`src/rtl/regfile_sb.sv`:
```
// regfile_sb: register file with power-on zero clear, optional write-to-read forwarding and a pending-write scoreboard
module regfile_sb #(
  parameter int XLEN   = 32,
  parameter int NREGS  = 32,
  parameter int BYPASS = 1,
  localparam int AW    = $clog2(NREGS)
) (
  input  logic            clk,
  input  logic            rst_n,
  input  logic            wen,
  input  logic [AW-1:0]   rd,
  input  logic [XLEN-1:0] din,
  input  logic [AW-1:0]   rs1,
  input  logic [AW-1:0]   rs2,
  output logic [XLEN-1:0] r1,
  output logic [XLEN-1:0] r2,
  input  logic            busy_set,
  input  logic [AW-1:0]   busy_rd,
  output logic            busy1,
  output logic            busy2,
  output logic            ready
);
  localparam logic [0:0]    CLEAR = 1'b0;
  localparam logic [0:0]    RUN   = 1'b1;
  localparam logic [AW-1:0] LAST  = AW'(NREGS - 1);
  localparam bit            FWD   = (BYPASS != 0);

  logic [0:0]      state_q, state_d;
  logic [AW-1:0]   cnt_q, cnt_d;
  logic [NREGS-1:0] busy_q, busy_d;
  logic [XLEN-1:0] regs_q [NREGS];
  logic            run, wr, hit1, hit2, set1, set2;

  assign run   = (state_q == RUN);
  assign ready = run;
  assign wr    = run && wen && (rd != '0);

  // clear walks cnt across every register once, then parks in RUN without wrapping
  always_comb begin
    state_d = state_q;
    cnt_d   = cnt_q;
    if (!run) begin
      state_d = (cnt_q == LAST) ? RUN : CLEAR;
      cnt_d   = (cnt_q == LAST) ? cnt_q : cnt_q + AW'(1);
    end
  end

  // scoreboard next state: a retiring write clears its bit, a new producer sets it and wins ties
  always_comb begin
    busy_d = run ? busy_q : '0;
    if (wr) busy_d[rd] = 1'b0;
    if (run && busy_set && (busy_rd != '0)) busy_d[busy_rd] = 1'b1;
    busy_d[0] = 1'b0;
  end

  // control and scoreboard flops, synchronous reset restarts the clear sweep
  always_ff @(posedge clk) begin
    if (!rst_n) begin
      state_q <= CLEAR;
      cnt_q   <= '0;
      busy_q  <= '0;
    end else begin
      state_q <= state_d;
      cnt_q   <= cnt_d;
      busy_q  <= busy_d;
    end
  end

  // storage: zero fill during clear, architectural writes only once running
  always_ff @(posedge clk) begin
    if (rst_n) begin
      if (!run) regs_q[cnt_q] <= '0;
      else if (wr) regs_q[rd] <= din;
    end
  end

  assign hit1 = FWD && wr && (rd == rs1);
  assign hit2 = FWD && wr && (rd == rs2);
  assign set1 = busy_set && (busy_rd == rs1);
  assign set2 = busy_set && (busy_rd == rs2);

  assign r1    = (!run || rs1 == '0) ? '0 : (hit1 ? din : regs_q[rs1]);
  assign r2    = (!run || rs2 == '0) ? '0 : (hit2 ? din : regs_q[rs2]);
  assign busy1 = (!run || rs1 == '0 || (hit1 && !set1)) ? 1'b0 : busy_q[rs1];
  assign busy2 = (!run || rs2 == '0 || (hit2 && !set2)) ? 1'b0 : busy_q[rs2];
endmodule

```
`config.mk`:
```
export PLATFORM = sky130hd
export DESIGN_NAME = regfile_sb
export DESIGN_NICKNAME = d
export VERILOG_FILES = /design/src/rtl/regfile_sb.sv
export SDC_FILE = /design/constraint.sdc
export NUM_CORES = 1
export LEC_CHECK = 0
export CAP_MARGIN = 20
export CORE_MARGIN = 3
export CORE_UTILIZATION = 58
export CTS_BUF_LIST = sky130_fd_sc_hd__clkbuf_8
export DETAILED_ROUTE_END_ITERATION = 12
export PLACE_DENSITY = 0.78
export REMOVE_ABC_BUFFERS = 1
export SETUP_SLACK_MARGIN = 0.15
export SLEW_MARGIN = 20
export SYNTH_ARGS = -nofsm -noshare
export SYNTH_HDL_FRONTEND = slang
export SYNTH_SLANG_ARGS = --single-unit
```
`constraint.sdc`:
```
create_clock -name clk -period 3.53 [get_ports clk]
set_input_delay 0.5295 -clock clk [delete_from_list [all_inputs] [get_ports clk]]
set_output_delay 0.5295 -clock clk [all_outputs]
set_load 0.1 [all_outputs]
```
# Word level (Yosys, flattened, before mapping)
# Memory sizes are Yosys's and may differ from the RTL's.
# Cells that the tools add are included.
[op_classes]
n_addsub = 1
order_cmp = 6
eq_ne = 5
mux = 29
bitwise = 5
reduce_logical = 25
[op_table]
columns = ["operator", "count"]
rows = [
  ["2-to-1 mux 32 bit", 8],
  ["bitwise AND 32 bit", 1],
  ["NOT 32 bit", 1],
  ["OR 32 bit", 1],
  ["OR reduction 32 bit", 1],
  ["less-than comparator 5 x 6 -> 1 bit (second input constant)", 4],
  ["== test 5 bit", 4],
  ["2-to-1 mux 1 bit", 16],
  ["logical AND 1 bit", 12],
  ["binary-select mux 1 bit (select 5 bit)", 2],
  ["demux 1 bit (select 5 bit)", 2],
  ["greater-or-equal comparator 5 x 1 -> 1 bit (second input constant)", 2],
  ["logical NOT 5 bit", 2],
  ["nonzero test 5 bit", 2],
  ["adder 5 x 1 -> 5 bit (second input constant)", 1],
  ["== test 5 bit (second input constant)", 1],
  ["2-to-1 mux 5 bit", 1],
  ["logical OR 1 bit", 4],
  ["logical NOT 1 bit", 3],
  ["NOT 1 bit", 2],
  ["AND reduction 2 bit", 1],
]
[totals]
register_bits = 38
ram_bits = 1024
out_inout_bits = 67
n_memories = 1
[mem_list]
columns = ["name", "depth", "word_bits", "rd", "rd_clocked_by_memory_dff", "write_ports", "line_no", "source"]
rows = [
  ["regs_q", 32, 32, 2, 0, 1, "31", "logic [XLEN-1:0] regs_q [NREGS];"],
]

# Longest topological paths before layout
[logic_depth]
ltp_word = 9
ltp_mapped = 10
mapped_depth_nobuf = 7

# Least setup slack after synthesis
# OpenSTA, ideal clock, no wires.
[synth_path]
path_type = "flip-flop to output port"
from = "register state_q, in the netlist ready"
to = "output port busy1"
t_arrival_ns = 4.143
slack_ns = -1.142
path_stages_with_launch = 6
path_cell_list = "dfxtp_1 -> clkbuf_1 -> clkbuf_1 -> o21ai_0 -> a21o_1 -> a211oi_1"
[synth_via]
elab_chain_cells = 6
word_cells_on_any_way = 8
classes_between = "mux (1); reduce/logical (7)"
[synth_lines]
columns = ["item", "line_no", "source"]
rows = [
  ["start: declaration", "28", "logic [0:0] state_q, state_d;"],
  ["start signal: assignment", "63", "state_q <= state_d;"],
  ["logical AND 1 bit (2 in series)", "36", "assign wr = run && wen && (rd != '0);"],
  ["logical AND 1 bit", "77", "assign hit1 = FWD && wr && (rd == rs1);"],
  ["logical AND 1 bit", "84", "assign busy1 = (!run || rs1 == '0 || (hit1 && !set1)) ? 1'b0 : busy_q[rs1];"],
  ["logical OR 1 bit *", "84", ""],
  ["2-to-1 mux 1 bit *", "84", ""],
  ["end: declaration", "19", "output logic busy1,"],
]
# Mark *: on every way between the ends. The rest lies on a longest branch, timed or not.

==> reports/metrics.yaml <==
global_routing:
  grt_pass1_vias: 35300
  grt_first_pass_wirelength_um: 232000
  antenna_found_initial: 3
  grt_max_degree: 52
  track_usage_pct: 35.4
  grt-ovfl-total: 0
power_and_ir_drop:
  peakVddDrop_mv: 0.397
  power.density_nw_per_um2: 420
  p_total_mw: 25.8
  p_leak_nw: 19.4
clock_tree:
  clkLatencyLatePin_ps: 890
  tritoncts: "yes"
  htree_levels: 4
  ctsLongestPathBuffers: 3
  clk_pin_slew_ps: 60
  cts-root-buf: "clkbuf_8"
  hold_buffers: 0
  cts-buffers-inserted: 166
  clock_sinks: 1061
sta:
  min_period_ps: 3460
  worst_pin_slew_ps: 1210
  finalCritPeriodShare_pct: 98.1
  whs_ps: 502
  drv_slew: 0
  skew_ps: 39.7
  maxSlewHeadroom_pct: 19.0
  hold_violations: 0
  fin_setup_tns_ps: 0
  setup_violations: 0
  fmax_mhz: 289
  rsz0062_at_grt: "true"
  setup_slack_ps: 67.7
yosys:
  yosysUniqueCellTypes: 57
  avgSynthCellArea_um2: 17.6
  netlist_area_um2: 51000
  synthCells: 2897
  synthArstFlopShare_pct: 0
  synth_seq_cells: 1061
  synth_edf_count: 1024
  ys.flop_type: "edfxtp_1"
  seq_area_frac_synth_pct: 61.7
  yosys_warnings: 0
drt:
  vias: 34300
  first_pass_iters: 6
  drt_wl_total_um: 163000
  avgRoutedWirePerCell_um: 35.7
  vias_per_cell: 7.51
  ant_nets: 0
  route.detailed.drc: 0
  drt-initial-drc-count: 5182
placed_design:
  port-buffer-count: 122
  placed_cells: 4218
  placed_area_um2: 57000
  dpl.hpwl_um: 99000
  routabilityCongestion: 0.904
  pre_cts_slack_ps: -45.7
finish:
  nets: 3338
  fin_util_pct: 70.7
  final_cells: 4567
  drive_gt1_share_pct: 35.1
  final_area_um2: 61500
  area_growth_pct: 20.6
run:
  max-cap-violations: 0
worst_setup_path:
  critical_path.max_fanout: 2
  crit_required_ps: 3000
  r2r_cells: 10
  cp-end-kind: "output pin"
  crit_type: "reg -> out"
  crit_arrival_ps: 2930
  start_kind: "register"
floorplanning:
  die_area_um2: 91500
  start_util_pct: 58.6
  placeableCoreArea_um2: 87000
  ios: 123
  rows: 108
  die_h_um: 303
  dieWidth_um: 303
outcome:
  status: "completed"
min_path:
  holdCritPathClass: "in -> reg"
  hold_depth: 6
cell families (layout without fill, tap and decap cells):
logic type | after synthesis | count (layout) | synth area share [%]
compound gates | 548 | 548 | 8.35
other cells | 0 | 1 | 0
mux | 697 | 697 | 23.5
simple gates | 309 | 309 | 3.29
fa+ha+maj | 2 | 2 | 0.0491
xor+xnor | 23 | 23 | 0.395
flops | 1061 | 1061 | 61.7
buf+inv | 257 | 771 | 2.65
final timing paths:
path	slack, ps	from	end
min	500	wen	busy_q[20]$_SDFF_PN0_
max reg2reg	510	ready$_SDFF_PN0_	regs_q[16][12]$_DFFE_PP_
max	70	regs_q[22][9]$_DFFE_PP_	r2[9]
min reg2reg	520	busy_q[28]$_SDFF_PN0_	busy_q[28]$_SDFF_PN0_
registers in the layout (all words and copies together) (netlist names):
register	count
cnt_q	5
regs_q	1024
ready	1
busy_q	31
per-layer routing:
metal / share of wire (%) / wire (um) / vias to the layer above / GRT usage [%]
met3: 14 / 22300 / 622 / 9.90
met4: 6.5 / 10500 / 6 / 21.2
li1: - / - / 13200 / -
met1: 32 / 52700 / 17400 / 44.6
met5: 0.025 / 41 / - / 0.529
met2: 48 / 77600 / 3082 / 55.3
worst max-delay path, stage by stage, from the launching register on:
cell and delay, ps:
edfxtp_1 400, mux4_2 480, a22o_1 260, a221oi_2 230
buf_4 190, nor3_1 60, a211o_1 290, buf_12 180
cell usage after synthesis (14+ instances only):
library cell | instances | area share, %
o21bai_1 | 37 | 0.54
nand2b_1 | 15 | 0.18
buf_1 | 19 | 0.14
mux2i_1 | 295 | 5.8
a21oi_1 | 100 | 0.98
a221oi_1 | 137 | 2.4
dfxtp_1 | 37 | 1.5
nor2_1 | 50 | 0.37
a211oi_1 | 53 | 0.78
mux4_2 | 401 | 18
nor3b_1 | 14 | 0.21
nor3_1 | 58 | 0.57
buf_6 | 18 | 0.40
a221o_1 | 41 | 0.80
a22oi_1 | 62 | 0.91
buf_2 | 57 | 0.56
a211o_1 | 32 | 0.55
clkbuf_1 | 122 | 0.90
xnor2_1 | 15 | 0.26
nor2b_1 | 48 | 0.59
a22o_1 | 22 | 0.38
buf_4 | 29 | 0.43
edfxtp_1 | 1024 | 60
and2_1 | 38 | 0.47
nand2_1 | 48 | 0.35
a32o_1 | 15 | 0.29
layout by cell type (no fill, tap or decap), drive strengths merged, types with 53 or more instances in the layout:
cell type,count
a21oi,100
inv,65
a211oi,53
edfxtp,1024
a22oi,62
clkinv,62
buf,413
mux2i,295
clkbuf,171
a221oi,141
nor3,58
mux4,401
power breakdown:
| part | switching [mW] | leakage (nW) | internal (mW) |
|---|---|---|---|
| Combinational | 1.23 | 9.37 | 0.948 |
| Sequential | 0.0416 | 8.27 | 13.7 |
| Clock | 4.96 | 1.75 | 4.92 |
final cells by class:
type / count / area (um^2)
Clock buffer: 168 / 2310
Timing Repair Buffer: 466 / 6220
Clock inverter: 131 / 777
Fill cell: 5168 / 25500
Inverter: 6 / 26.3
Tap cell: 1155 / 1450
Sequential cell: 1061 / 31500
Multi-Input combinational cell: 1579 / 19200
Antenna cell: 1 / 2.50
timing repair:
item / CTS / global route
cloned: 5 / 3
gates resized for setup: 96 / 70
setup buffers: 15 / 23
pin swaps: 44 / 38
setup endpoints to repair: 66 / 55
Power figures use the tool's default switching activity.
